## src/rtl/control_fsm.sv

```systemverilog
// Multi-cycle instruction sequencer: walks FETCH/DECODE/EXEC/MEM/WB and raises
// the datapath strobes and selects for each step.
// Optional interrupt support is compiled in with `define CONTROL_FSM_IRQ_EN
// (adds irq_i/irq_ack_o, the IE flag and the IRQ state).
//
// state   | meaning
// --------+--------------------------------------------------------------
// FETCH   | instruction read; waits for mem_ack_i, then loads IR and PC+1
// DECODE  | one idle cycle for the datapath to decode IR
// EXEC    | ALU op, address calc, branch/BL/RET, or halt by class
// MEM     | load/store access; holds until mem_ack_i
// WB      | ALU result written to the register file
// IRQ     | save PC to LR, jump to vector, clear IE (IRQ build only)
// HALT    | idle; left by reset or, in the IRQ build, an enabled interrupt
module control_fsm (
    input  logic        clk_i,
    input  logic        rst_i,
    input  logic [15:0] ir_i,
    input  logic [3:0]  flags_i,
    input  logic        mem_ack_i,
`ifdef CONTROL_FSM_IRQ_EN
    input  logic        irq_i,
    output logic        irq_ack_o,
`endif
    output logic        ir_we_o,
    output logic        pc_we_o,
    output logic        reg_we_o,
    output logic        alu_we_o,
    output logic        alu_en_o,
    output logic        lr_we_o,
    output logic        status_reg_en_o,
    output logic        imm_sel_o,
    output logic [2:0]  pc_sel_o,
    output logic [1:0]  rw_sel_o,
    output logic [1:0]  op2_sel_o,
    output logic        mem_read_o,
    output logic        mem_write_o,
    output logic [2:0]  state_o
);

    typedef enum logic [2:0] {
        S_FETCH   = 3'd0,
        S_DECODE  = 3'd1,
        S_EXEC    = 3'd2,
        S_MEM     = 3'd3,
        S_WB      = 3'd4,
        S_IRQ     = 3'd5,
        S_HALT    = 3'd6,
        S_ILLEGAL = 3'd7
    } state_t;

    state_t     state_q, state_d, fetch_next;
    logic [2:0] op_class;
    logic       branch_taken;
    logic       unused_ir_bits;

`ifdef CONTROL_FSM_IRQ_EN
    logic       ie_q, ie_d;
`endif

    assign op_class       = ir_i[15:13];
    assign unused_ir_bits = ^{ir_i[12], ir_i[8:0]};
    assign state_o        = rst_i ? 3'd0 : state_q;

    // Bcc condition from {N,Z,C,V}; even codes above zero are the negated forms
    always_comb begin
        branch_taken = 1'b0;
        case (ir_i[11:9])
            3'd0: branch_taken = 1'b1;
            3'd1: branch_taken = flags_i[2];
            3'd2: branch_taken = ~flags_i[2];
            3'd3: branch_taken = flags_i[1];
            3'd4: branch_taken = ~flags_i[1];
            3'd5: branch_taken = flags_i[3];
            3'd6: branch_taken = ~flags_i[3];
            3'd7: branch_taken = flags_i[0];
            default: branch_taken = 1'b0;
        endcase
    end

    // Next-state and output decode; reset overrides everything so an aborted
    // access never produces a register, PC or LR write
    always_comb begin
        state_d         = state_q;
        ir_we_o         = 1'b0;
        pc_we_o         = 1'b0;
        reg_we_o        = 1'b0;
        alu_we_o        = 1'b0;
        alu_en_o        = 1'b0;
        lr_we_o         = 1'b0;
        status_reg_en_o = 1'b0;
        imm_sel_o       = 1'b0;
        pc_sel_o        = 3'b000;
        rw_sel_o        = 2'b00;
        op2_sel_o       = 2'b00;
        mem_read_o      = 1'b0;
        mem_write_o     = 1'b0;
`ifdef CONTROL_FSM_IRQ_EN
        ie_d            = ie_q;
        irq_ack_o       = 1'b0;
        fetch_next      = (irq_i && ie_q) ? S_IRQ : S_FETCH;
`else
        fetch_next      = S_FETCH;
`endif

        case (state_q)
            S_FETCH: begin
                mem_read_o = 1'b1;
                if (mem_ack_i) begin
                    ir_we_o = 1'b1;
                    pc_we_o = 1'b1;
                    state_d = S_DECODE;
                end
            end
            S_DECODE: state_d = S_EXEC;
            S_EXEC: begin
                case (op_class)
                    3'b000, 3'b001: begin
                        alu_we_o        = 1'b1;
                        status_reg_en_o = 1'b1;
                        if (op_class[0]) begin
                            imm_sel_o = 1'b1;
                            op2_sel_o = 2'b01;
                        end
                        state_d = S_WB;
                    end
                    3'b010, 3'b011: begin
                        alu_we_o  = 1'b1;
                        imm_sel_o = 1'b1;
                        op2_sel_o = 2'b01;
                        state_d   = S_MEM;
                    end
                    3'b100: begin
                        if (branch_taken) begin
                            pc_we_o  = 1'b1;
                            pc_sel_o = 3'b001;
                        end
                        state_d = fetch_next;
                    end
                    3'b101: begin
                        pc_we_o  = 1'b1;
                        pc_sel_o = 3'b001;
                        lr_we_o  = 1'b1;
                        state_d  = fetch_next;
                    end
                    3'b110: begin
                        pc_we_o  = 1'b1;
                        pc_sel_o = 3'b010;
`ifdef CONTROL_FSM_IRQ_EN
                        if (ir_i[0]) ie_d = 1'b1;
`endif
                        state_d  = fetch_next;
                    end
                    default: state_d = S_HALT;
                endcase
            end
            S_MEM: begin
                alu_en_o    = 1'b1;
                mem_read_o  = ~op_class[0];
                mem_write_o = op_class[0];
                if (mem_ack_i) begin
                    if (!op_class[0]) begin
                        reg_we_o = 1'b1;
                        rw_sel_o = 2'b01;
                    end
                    state_d = fetch_next;
                end
            end
            S_WB: begin
                reg_we_o = 1'b1;
                alu_en_o = 1'b1;
                state_d  = fetch_next;
            end
`ifdef CONTROL_FSM_IRQ_EN
            S_IRQ: begin
                lr_we_o   = 1'b1;
                pc_we_o   = 1'b1;
                pc_sel_o  = 3'b011;
                irq_ack_o = 1'b1;
                ie_d      = 1'b0;
                state_d   = S_FETCH;
            end
            S_HALT: begin
                if (irq_i && ie_q) state_d = S_IRQ;
            end
`else
            S_HALT: state_d = S_HALT;
`endif
            default: state_d = S_FETCH;
        endcase

        if (rst_i) begin
            state_d         = S_FETCH;
            ir_we_o         = 1'b0;
            pc_we_o         = 1'b0;
            reg_we_o        = 1'b0;
            alu_we_o        = 1'b0;
            alu_en_o        = 1'b0;
            lr_we_o         = 1'b0;
            status_reg_en_o = 1'b0;
            imm_sel_o       = 1'b0;
            pc_sel_o        = 3'b000;
            rw_sel_o        = 2'b00;
            op2_sel_o       = 2'b00;
            mem_read_o      = 1'b0;
            mem_write_o     = 1'b0;
`ifdef CONTROL_FSM_IRQ_EN
            ie_d            = 1'b1;
            irq_ack_o       = 1'b0;
`endif
        end
    end

    // State (and interrupt enable) registers
    always_ff @(posedge clk_i) begin
        if (rst_i) begin
            state_q <= S_FETCH;
`ifdef CONTROL_FSM_IRQ_EN
            ie_q    <= 1'b1;
`endif
        end else begin
            state_q <= state_d;
`ifdef CONTROL_FSM_IRQ_EN
            ie_q    <= ie_d;
`endif
        end
    end

endmodule

```

## config.mk

```make
export PLATFORM = sky130hd
export DESIGN_NAME = control_fsm
export DESIGN_NICKNAME = d
export VERILOG_FILES = /design/src/rtl/control_fsm.sv
export SDC_FILE = /design/constraint.sdc
export NUM_CORES = 1
export LEC_CHECK = 0
export ABC_CLOCK_PERIOD_IN_PS = 1400
export BUFFER_PORTS_ARGS = -buffer_cell sky130_fd_sc_hd__buf_2
export CAP_MARGIN = 10
export CORE_UTILIZATION = 34
export DETAILED_ROUTE_END_ITERATION = 6
export GPL_TIMING_DRIVEN = 0
export PLACE_DENSITY_LB_ADDON = 0.25
export SYNTH_ARGS = -nofsm -noshare
export SYNTH_HDL_FRONTEND = slang
export SYNTH_SLANG_ARGS = --single-unit
```

## constraint.sdc

```tcl
create_clock -name clk_i -period 1.4 [get_ports clk_i]
set_input_delay 0.21 -clock clk_i [delete_from_list [all_inputs] [get_ports clk_i]]
set_output_delay 0.21 -clock clk_i [all_outputs]
set_load 0.02 [all_outputs]
```

# After elaboration in Yosys (flattened, before gate mapping)
# Cells that the tools add are included.
# totals
input_bits,23
wordCells,83
output_inout_bits,20
reg_bits,3
# classes
n_reduce_logical,10
n_eq_ne,20
n_mux,48
bitwise,4
# ops
cell,n
1-bit 2-to-1 mux,31
"3-bit == test, second input constant",9
"3-bit by 2-bit == test with 1-bit output, second input constant",6
3-bit one-hot mux with 5 select lines,1
3-bit 2-to-1 mux,4
1-bit one-hot mux with 2 select lines,6
"3-bit by 1-bit == test with 1-bit output, second input constant",3
3-bit logical NOT,3
3-bit one-hot mux with 3 select lines,1
1-bit one-hot mux with 8 select lines,1
2-bit OR reduction,4
2-bit 2-to-1 mux,3
2-bit one-hot mux with 3 select lines,1
"2-bit inequality test, second input constant",2
1-bit inverter,4
4-bit OR reduction,1
3-bit OR reduction,1
2-bit AND reduction,1

# Logic depth before layout (Yosys ltp)
# Gate-level depths: netlist of the first run.
# depth
word_depth,6
depth_mapped,5
depth_no_buf,4

# Least setup slack after synthesis of the first run
# Ideal clock, no wire load.
# synth_path
path_type,register -> output
from,register state_q[2]
to,output op2_sel_o[0]
slack_ps,-493
arrival_ps,1683
path_stages_with_launch,6
required_time_ps,1190
path_buffers,2
path_cell_list,dfxtp_1 clkbuf_1 and2b_1 nand2_1 a211oi_1 buf_4
# synth_via
elab_chain_len,3
# synth_rtl
element,line,text
start: declaration,52,"state_t state_q, state_d, fetch_next;"
start signal: assignment,222,state_q <= state_d;
3-bit by 2-bit == test with 1-bit output,106,case (state_q)
1-bit 2-to-1 mux,106,
2-bit 2-to-1 mux,192,if (rst_i) begin
end: declaration,35,"output logic [1:0] op2_sel_o,"
# No other way between the ends.

# Final worst setup path of the first run
# layout_path
from,register state_q[2]
to,output pc_sel_o[0]
# layout_via
elab_chain_len,3
# layout_rtl
element,line,text
3-bit by 2-bit == test with 1-bit output,106,
2-bit 2-to-1 mux,106,
3-bit 2-to-1 mux,192,
end: declaration,33,"output logic [2:0] pc_sel_o,"
# No other way between the ends.

==> metrics, run 1 <==
largest reg by FF count=state_q; Cells after Synth=71; CP Cell Sequence=and2b_2 > buf_6 > nand4_1 > a21oi_1 > buf_4; peak supply drop=0.356 mV; area grow syn2layout=90.7%; share of cells above drive strength 1=56.3%; antenna-violating nets left=0; RePlAce Congestion=0.800; post-layout minimum cycle time=1.56 ns; worst r2r path cells=6; Fin Clk Skew=0.00437 ns; crit path kind=reg2out; dominant synthesized flop cell=dfxtp_1; pre-CTS setup slack=-0.284 ns; Worst Hold Launch=ir_i[14]; Static Leakage=0.000423 uW; TritonCTS buffer count=3; WP data required=1.19 ns; fin util=72.8%; Max Fclk=640 MHz; Commonest cells post-synth=nor2_1 (9), a21oi_1 (7), nand2_1 (7), inv_1 (5), buf_4 (4); via count=634; core area=1160 sq um; Iter 0 DRT Violations=14; multi-input combinational cell area=394 sq um; Arrival @ worst endpoint=1.35 ns; status=complete, but fails checks; max reg flops=3; final setup fails=13; area fraction of the dominant cell type after synthesis=13.6%; Reg2Reg Launch Point=state_q[1]; unrepaired setup endpoints after global routing=true; Top Registers=state_q: 3 flops; relative max-transition margin=63.0%; HP Class=in2reg; vias in the first global route=557; initial antenna violation count=0; num ports=43; Final Hold Slack=0.319 ns; die span in y=38.0 um; IO Port Bufs=27; PnR worst setup slack=-0.162 ns; Cell Area, Placed=627 sq um; Ys Warns=0; Filler cells=102; Post-CTS Hold Fix Bufs=0; Die Footprint=1450 sq um; DR pass1 iterations=4; total global-route track usage=21.2%; cell taking the most area after synthesis=dfxtp_1; gr ovfl total=0; Reg2Reg Setup Slack=0.30 ns; critical path depth in cells=5; CP max stage cell=dfxtp_4; wire per inst=11.2 um; CTS HTree Levels=1; Power Total=465 uW; clk slew on worst S/H paths=0.04 ns; Setup crit end=pc_sel_o[0]; Initial Util=38.2%; Post-synth EDFFs=0; largest net degree at the start of global routing=11; Post-Synthesis Cell Area=442 sq um; Die W=38.0 um; Max Root-Sink Buffers=2; first-pass GRT wire length=2240 um; DRC violations left=0; async set or reset register ratio after synthesis=0%; Seq/Total Area, Yosys=13.6%; post-route cell area=842 sq um; CP endpoint kind=output port; Reg-to-Reg End=state_q[1]; most frequent cell after synthesis=nor2_1; row count=12; Ant. Diodes=0; wirelength, routed=1410 um; Fin. Hold Viols=0; violated checks=negative setup slack; clock root cell=clkbuf_4; max cap viols=0; placed wire-length estimate=950 um; vias per std cell=5.03; Max Slew Vio Count=0; clock sinks=3; Post-layout nets=136; final worst-path cycle share=112%; Least-Margin Pin Slew=0.555 ns; Buf+Inv Stages, Crit Path=2; CP peak stage delay=0.35 ns; critical path's top delay family=simple AND/OR/NAND/NOR gates; CP Launch Point=state_q[2]; register area=65.1 sq um; pwr/cell area=553 nW/um^2; critical path peak fanout=5; largest cells by area after synthesis=dfxtp_1 (14%), a21oi_1 (7.9%), nor2_1 (7.6%); Worst setup SP type=flop; Netlist cell types=30; TritonCTS clock tree=built; Syn Area/Cell=6.22 sq um; Clk Latency, worst-skew pair=0.23 ns; Synth Register Bits=3
[tightest hold or removal path: cells and delay by family]
kind            cells  cell delay [ns]
compound gates      1             0.08
simple gates        1             0.08
buf+inv             1             0.14
[worst min-delay path by stage]
stage	end	depth (start not counted)	slack, ns
floorplan	state_q[0]	2	0.38
global placement	state_q[0]	3	0.56
detailed placement	state_q[0]	3	0.55
CTS	state_q[0]	3	0.31
global route	state_q[0]	3	0.33
finish	state_q[0]	3	0.32
[metal layers]
layer  vias to the layer above  global-route usage (%)  share of wire (%)
li1                        324                       -                  -
met1                       290                    27.0                 44
met2                        20                    36.4                 52
met3                         0                    3.49                3.8
met4                         0                    5.36                  0
met5                         -                       0                  0
[layout by cell type (no fill, tap or decap), drive strengths merged, types with 2 or more instances in the layout]
cell type / count
a211oi: 2
a21oi: 7
a31oi: 2
and2b: 2
and3: 2
buf: 43
clkbuf: 5
conb: 3
dfxtp: 3
inv: 5
nand2: 7
nor2: 9
nor2b: 3
nor3: 3
o211ai: 2
o21ai: 2
[report_power, final]
group          internal [uW]  switching [uW]
combinational           96.7             123
clock                    107            45.7
sequential              89.9            2.98
[cell families (layout without fill, tap and decap cells)]
group / count (synthesis) / count (layout) / share of synthesized area [%]
AOI/OAI and AO/OA: 19 / 19 / 28.3
buffers and inverters: 14 / 53 / 16.1
DFF: 3 / 3 / 13.6
muxes: 1 / 1 / 2.27
other: 1 / 3 / 0.849
and+or+nand+nor: 33 / 33 / 38.8
[cell type report]
class / count / area share (%)
Multi-Input combinational cell: 56 / 46.8
Timing Repair Buffer: 36 / 30.8
Inverter: 5 / 2.23
Tap cell: 14 / 2.08
Sequential cell: 3 / 7.73
Clock buffer: 4 / 3.12
Buffer: 8 / 7.28
[through the flow]
step / setup TNS [ns] / std cells
after global placement: -0.619 / 114
after global routing: -2.39 / 126
after floorplan: -0.336 / 73
final: -1.43 / 126
after CTS: -1.41 / 123
after detailed placement: -1.13 / 114
[timing repair]
action | CTS | global route
endpoints found under the setup margin | 15 | 14
setup buffers | 6 | 3
resized for setup | 31 | 11
pin swaps | 5 | 2
endpoints found under the hold margin | 0 | 0
Power figures use the tool's default switching activity.
==> run 2: changes to the inputs <==
- ABC_CLOCK_PERIOD_IN_PS: 1400 -> 2000
- CORE_AREA: unset -> 2 2 39 41
- CORE_UTILIZATION: 34 -> unset
- DIE_AREA: unset -> 0 0 41 43
- clock period: 1.4 -> 2 ns (I/O delays scaled with it)
==> run 2 against run 1 <==
The run now ends clean. Non-clock buffer count is 9 lower. Via count is 7.7% lower. Worst setup slack better by 0.28 ns.
==> metrics, run 2 (synthesized netlist as in run 1, its figures left out) <==
Initial Util=31.9% (was 38.2%); Iter 0 DRT Violations=5 (was 14); post-layout minimum cycle time=1.88 ns; worst r2r path cells=4 (was 6); core area=1380 sq um (was 1160 sq um); Max Root-Sink Buffers=2 (unchanged); HP Class=in2reg (unchanged); clock share of power=37.3% (was 32.8%); RePlAce Congestion=0.823 (was 0.800); DRC violations left=0 (unchanged); combinational cell fraction of total power=39.3% (was 47.3%); wire per inst=10.2 um (was 11.2 um); IO Port Bufs=27 (unchanged); Reg2Reg Launch Point=state_q[0] (was state_q[1]); vias per std cell=4.92 (was 5.03); post-CTS setup buffers=0 (was 6); final setup fails=0 (was 13); CP max stage cell=dfxtp_1 (was dfxtp_4); placed wire-length estimate=917 um (was 950 um); DR pass1 iterations=5 (was 4); critical path peak fanout=10 (was 5); commonest cells after routing, fill and taps aside=buf_2 (30), nor2_1 (9), nand2_1 (7), a21oi_1 (7), inv_1 (5) (was buf_4 (18), buf_2 (16), buf_6 (9)); Filler cells=164 (was 102); Worst setup SP type=flop (unchanged); pwr/cell area=441 nW/um^2 (was 553 nW/um^2); share of cells above drive strength 1=38.8% (was 56.3%); critical path's top delay family=buffers and inverters (was simple AND/OR/NAND/NOR gates); TritonCTS buffer count=3 (unchanged); max cap viols=0 (unchanged); die span in y=43 um (was 38.0 um); Sw Share=35.5% (was 37.0%); clock sinks=3 (unchanged); TritonCTS clock tree=built (unchanged); CP endpoint kind=output port (unchanged); status=completed (was complete, but fails checks); row count=14 (was 12); gr ovfl total=0 (unchanged); Fin. Hold Viols=0 (unchanged); largest reg by FF count=state_q (unchanged); Hold Crit Depth=3 (unchanged); via count=585 (was 634); Power Total=279 uW (was 465 uW); clock root cell=clkbuf_4 (unchanged); internal power=180 uW (was 293 uW); Final TNS setup=0 ns (was -1.43 ns); most frequent cell on the critical path=buf_2; Arrival @ worst endpoint=1.58 ns (was 1.35 ns); Ant. Diodes=0 (unchanged); Reg2Reg Setup Slack=1.11 ns (was 0.30 ns); num ports=43 (unchanged); Clk Latency, worst-skew pair=0.23 ns (about the same); WP data required=1.70 ns (was 1.19 ns); Top Registers=state_q: 3 flops (unchanged); commonest non-fill, non-tap cell in the layout=buf_2 (was buf_4); Die W=41 um (was 38.0 um); Fin Clk Skew=0.00170 ns (was 0.00437 ns); total global-route track usage=15.3% (was 21.2%); Static Leakage=0.000351 uW (was 0.000423 uW); peak supply drop=0.301 mV (was 0.356 mV); CP Launch Point=state_q[1] (was state_q[2]); Max Fclk=531 MHz; crit path kind=reg2out (unchanged); CTS HTree Levels=1 (unchanged); sequential share of power=23.4% (was 20.0%); CP Cell Sequence=buf_2 > and2b_2 > nand2_1 > a211oi_2 > buf_4 > buf_2 (was and2b_2 > buf_6 > nand4_1 > a21oi_1 > buf_4); area grow syn2layout=43.3% (was 90.7%); vias in the first global route=486 (was 557); Worst Hold Launch=ir_i[14] (unchanged); Die Footprint=1760 sq um (was 1450 sq um); clk slew on worst S/H paths=0.04 ns (about the same); hold endpoint=state_q[0] (unchanged); final worst-path cycle share=94.2%; Max Slew Vio Count=0 (unchanged); Net Sw Power=99.0 uW (was 172 uW); Reg-to-Reg End=state_q[1] (unchanged); CP peak stage delay=0.31 ns (was 0.35 ns); Post-layout nets=127 (was 136); initial antenna violation count=0 (unchanged); first-pass GRT wire length=1840 um (was 2240 um); antenna-violating nets left=0 (unchanged); fin util=45.8% (was 72.8%); largest net degree at the start of global routing=11 (unchanged); Buf+Inv Stages, Crit Path=3 (was 2); unrepaired setup endpoints after global routing=false (was true); wirelength, routed=1210 um (was 1410 um); max reg flops=3 (unchanged)
## run 2: worst register-to-register path, stage by stage (launching register included)
cell,delay [ns]
dfxtp_1,0.29
buf_2,0.17
inv_1,0.10
o211ai_1,0.10
a21oi_1,0.08
## run 2: area by class of cell
| class | count | area, sq um | area share, % |
|---|---|---|---|
| Timing Repair Buffer | 27 | 135 | 21.3 |
| Clock buffer | 4 | 26.3 | 4.15 |
| Tap cell | 16 | 20.0 | 3.16 |
| Buffer | 8 | 48.8 | 7.71 |
| Inverter | 5 | 18.8 | 2.96 |
| Sequential cell | 3 | 60.1 | 9.49 |
| Multi-Input combinational cell | 56 | 324 | 51.2 |
## run 2: how the worst max path moves through the flow
stage	end	slack, ns	cells after the start
global route	op2_sel_o[0]	0.01	6
CTS	op2_sel_o[0]	0.06	6
finish	op2_sel_o[0]	0.12	6
global placement	op2_sel_o[0]	0.25	6
floorplan	op2_sel_o[0]	0.02	5
detailed placement	op2_sel_o[0]	0.22	6
## run 2: layer usage
layer	part of all wire [%]	wire (um)	GRT usage [%]	vias up
li1	-	-	-	308
met1	45	540	17.7	259
met2	50	603	23.8	18
met3	5.3	64	3.14	0
met4	0	0	10.0	0
met5	0	0	0	-
## run 2: power by group through the flow
stage                     Sequential, uW  Clock [uW]  Combinational, uW
after floorplan                     65.2           0               74.3
after global placement              65.4           0                108
after detailed placement            65.4           0                109
after CTS                           64.4         112                110
after global routing                65.2         124                122
final                               65.2         104                110
## run 2: stage by stage
step / hold slack, ns / instances / area (sq um) / setup slack (ns)
after floorplan: 0.467 / 73 / 449 / 0.0172
after global placement: 0.607 / 116 / 604 / 0.252
after detailed placement: 0.603 / 116 / 604 / 0.222
after CTS: 0.406 / 120 / 637 / 0.0629
after global routing: 0.427 / 119 / 633 / 0.0139
final: 0.420 / 119 / 633 / 0.115
## run 2: timing repair
| item | in CTS | in global routing |
|---|---|---|
| hold endpoints to repair | 0 | 0 |
| hold buffers | 0 | 0 |
| endpoints found under the setup margin | 1 | 1 |
| resized for setup | 2 | 0 |
==> run 3: changes to the inputs <==
- ABC_AREA: unset -> 1
==> run 3 against run 2 <==
Core utilization is 1.1 points higher. Cell area up 2.4%. Final cell count is 15% higher. Clock skew down 0.00097 ns. Maximum frequency up 12%. Flip-flop and latch count is the same. Global-route usage fell by 2.6 points. Sequential power up 5.5%. Wire length down 13%. Synthesized cell count grew 21%. Critical path depth grew 1.
==> metrics, run 3 <==
status=completed (unchanged); Worst setup SP type=flop (unchanged); die span in y=43 um (unchanged); clock share of power=36.7% (was 37.3%); antenna-violating nets left=0 (unchanged); compound-gate portion of the synthesized area=13.9% (was 28.3%); WP data required=1.70 ns (about the same); Max Root-Sink Buffers=2 (unchanged); Post-layout nets=145 (was 127); async set or reset register ratio after synthesis=0% (unchanged); commonest cells after routing, fill and taps aside=buf_2 (30), nand2_1 (19), inv_1 (14) (was buf_2 (30), nor2_1 (9), nand2_1 (7), a21oi_1 (7), inv_1 (5)); Ant. Diodes=0 (unchanged); xor/xnor cell area share of the yosys netlist=0% (unchanged); crit path kind=reg2out (unchanged); Syn Area/Cell=5.22 sq um (was 6.22 sq um); TritonCTS buffer count=3 (unchanged); Filler cells=176 (was 164); post-CTS sizing=0 (was 2); Net Sw Power=102 uW (was 99.0 uW); DR pass1 iterations=2 (was 5); initial antenna violation count=0 (unchanged); TritonCTS clock tree=built (unchanged); gr ovfl total=0 (unchanged); most frequent cell after synthesis=nand2_1 (was nor2_1); Max Fclk=592 MHz (was 531 MHz); Inst Count DP=133 (was 116); Cells after Synth=86 (was 71); max cap viols=0 (unchanged); Ys Warns=0 (unchanged); CP endpoint kind=output port (unchanged); Buf+Inv Stages, Crit Path=3 (unchanged); Die W=41 um (unchanged); critical path peak fanout=5 (was 10); core area=1380 sq um (unchanged); vias per std cell=4.36 (was 4.92); area fraction of the dominant cell type after synthesis=15.9% (was 13.6%); Power Total=281 uW (was 279 uW); Sw Share=36.3% (was 35.5%); Post-CTS Hold Fix Bufs=0 (unchanged); Seq/Total Area, Yosys=13.4% (was 13.6%); CP max stage cell=dfxtp_1 (unchanged); total global-route track usage=12.6% (was 15.3%); Top Registers=state_q: 3 flops (unchanged); pre-CTS setup slack=0.529 ns (was 0.222 ns); max reg flops=3 (unchanged); register area=60.1 sq um (unchanged); wirelength, routed=1060 um (was 1210 um); DRC violations left=0 (unchanged); Final Hold Slack=0.470 ns (was 0.420 ns); largest family of logic cells by synthesized area=simple AND/OR/NAND/NOR gates (unchanged); CP Cell Sequence=inv_2 > nor2_4 > nand2_2 > nor2_2 > o21a_1 > buf_4 > buf_2 (was buf_2 > and2b_2 > nand2_1 > a211oi_2 > buf_4 > buf_2); Die Footprint=1760 sq um (unchanged); Netlist cell types=21 (was 30); row count=14 (unchanged); first-pass GRT wire length=1590 um (was 1840 um); clock sinks=3 (unchanged); PnR worst setup slack=0.311 ns (was 0.115 ns); commonest non-fill, non-tap cell in the layout=buf_2 (unchanged); sequential share of power=24.5% (was 23.4%); area grow syn2layout=44.3% (was 43.3%); Arrival @ worst endpoint=1.39 ns (was 1.58 ns); Post-synth EDFFs=0 (unchanged); dominant synthesized flop cell=dfxtp_1 (unchanged); share of cells above drive strength 1=38.0% (was 38.8%); CTS HTree Levels=1 (unchanged); clock root cell=clkbuf_4 (unchanged); combinational cell fraction of total power=38.8% (was 39.3%); Fin Clk Skew=0.000729 ns (was 0.00170 ns); Iter 0 DRT Violations=11 (was 5); Post-Synthesis Cell Area=449 sq um (was 442 sq um); post-synthesis adder-cell area fraction=0% (unchanged); unrepaired setup endpoints after global routing=false (unchanged); Fin. Hold Viols=0 (unchanged); critical path's top delay family=flip-flops (was buffers and inverters); Final TNS setup=0 ns (unchanged); post-CTS setup buffers=0 (unchanged); wire per inst=7.71 um (was 10.2 um); internal power=179 uW (was 180 uW); Clk Latency, worst-skew pair=0.23 ns (about the same); peak supply drop=0.228 mV (was 0.301 mV); clk slew on worst S/H paths=0.03 ns (was 0.04 ns); largest reg by FF count=state_q (unchanged); cell taking the most area after synthesis=nand2_1 (was dfxtp_1); final worst-path cycle share=84.5% (was 94.2%); Synth Register Bits=3 (unchanged); simple logic cell fraction of the synthesized area=49.0% (was 38.8%); final setup fails=0 (unchanged); pwr/cell area=434 nW/um^2 (was 441 nW/um^2); placed wire-length estimate=916 um (was 917 um); largest cells by area after synthesis=nand2_1 (16%), dfxtp_1 (13%), inv_1 (12%) (was dfxtp_1 (14%), a21oi_1 (7.9%), nor2_1 (7.6%)); Initial Util=32.5% (was 31.9%); Max Slew Vio Count=0 (unchanged); HP Class=in2reg (unchanged); multi-input combinational cell area=294 sq um (was 324 sq um); CP peak stage delay=0.40 ns (was 0.31 ns); vias in the first global route=440 (was 486); via count=597 (was 585); largest net degree at the start of global routing=11 (unchanged); post-layout minimum cycle time=1.69 ns (was 1.88 ns); Static Leakage=0.000420 uW (was 0.000351 uW); num ports=43 (unchanged); IO Port Bufs=29 (was 27); Post-Layout Cell Count=137 (was 119); RePlAce Congestion=0.833 (was 0.823); multiplexer share of the synthesized area=0% (was 2.27%); Commonest cells post-synth=nand2_1 (19), inv_1 (14), nor2_1 (12), nand3_1 (10) (was nor2_1 (9), a21oi_1 (7), nand2_1 (7), inv_1 (5), buf_4 (4))
[run 3: cell count changes in the layout (fill, tap and decap cells not counted), sizes merged, moves of 3 or more]
cell / change
nand3: +9
nor2b: -3
nor2: +6
inv: +13
nand2: +13
[run 3: cells by family after synthesis]
kind of cell / after synthesis
AND/OR/NAND/NOR: 49
other: 1
AO/OA/AOI/OAI: 10
buffers and inverters: 23
flip-flops: 3
[run 3: final cells by class]
cell class / count / area share [%]
sequential: 3 / 9.27
buffer: 5 / 5.41
inverter: 18 / 10.4
multi-input combinational: 62 / 45.4
timing repair buffer: 29 / 22.4
tap: 16 / 3.09
clock buffer: 4 / 4.05
[run 3: metrics by stage]
| stage | instance area (sq um) | utilization [%] |
|---|---|---|
| CTS | 648 | 46.8 |
| global placement | 622 | 44.9 |
| detailed placement | 622 | 44.9 |
| global route | 648 | 46.8 |
| floorplan | 457 | - |
| finish | 648 | 46.8 |
[run 3: power by group through the flow]
stage / logic [uW] / registers, uW / clock network (uW)
floorplan: 73.8 / 68.7 / 0
global placement: 108 / 69.4 / 0
detailed placement: 109 / 69.6 / 0
CTS: 110 / 68.6 / 109
global route: 123 / 69.6 / 118
finish: 109 / 68.8 / 103
[run 3: worst register-to-register path: stages, from the launching register on]
cell and delay [ns]:
dfxtp_1 0.41, inv_2 0.07, nand3_1 0.11, nor2_1 0.06, o31ai_1 0.27, inv_1 0.06
[run 3: final timing paths]
kind | start | endpoint | slack, ns | cells past startpoint
worst max-delay path | state_q[1] | op2_sel_o[0] | 0.31 | 7
worst min-delay path | mem_ack_i | state_q[1] | 0.47 | 4
worst max register to register | state_q[2] | state_q[0] | 0.90 | 5
worst min register to register | state_q[0] | state_q[2] | 0.51 | 1
[run 3: per-layer routing]
| layer | track usage, % | vias to the layer above | wire (um) |
|---|---|---|---|
| met4 | 6.00 | 0 | 0 |
| met3 | 1.57 | 0 | 72 |
| met2 | 20.0 | 14 | 496 |
| met5 | 0 | - | 0 |
| li1 | - | 336 | - |
| met1 | 16.0 | 247 | 486 |
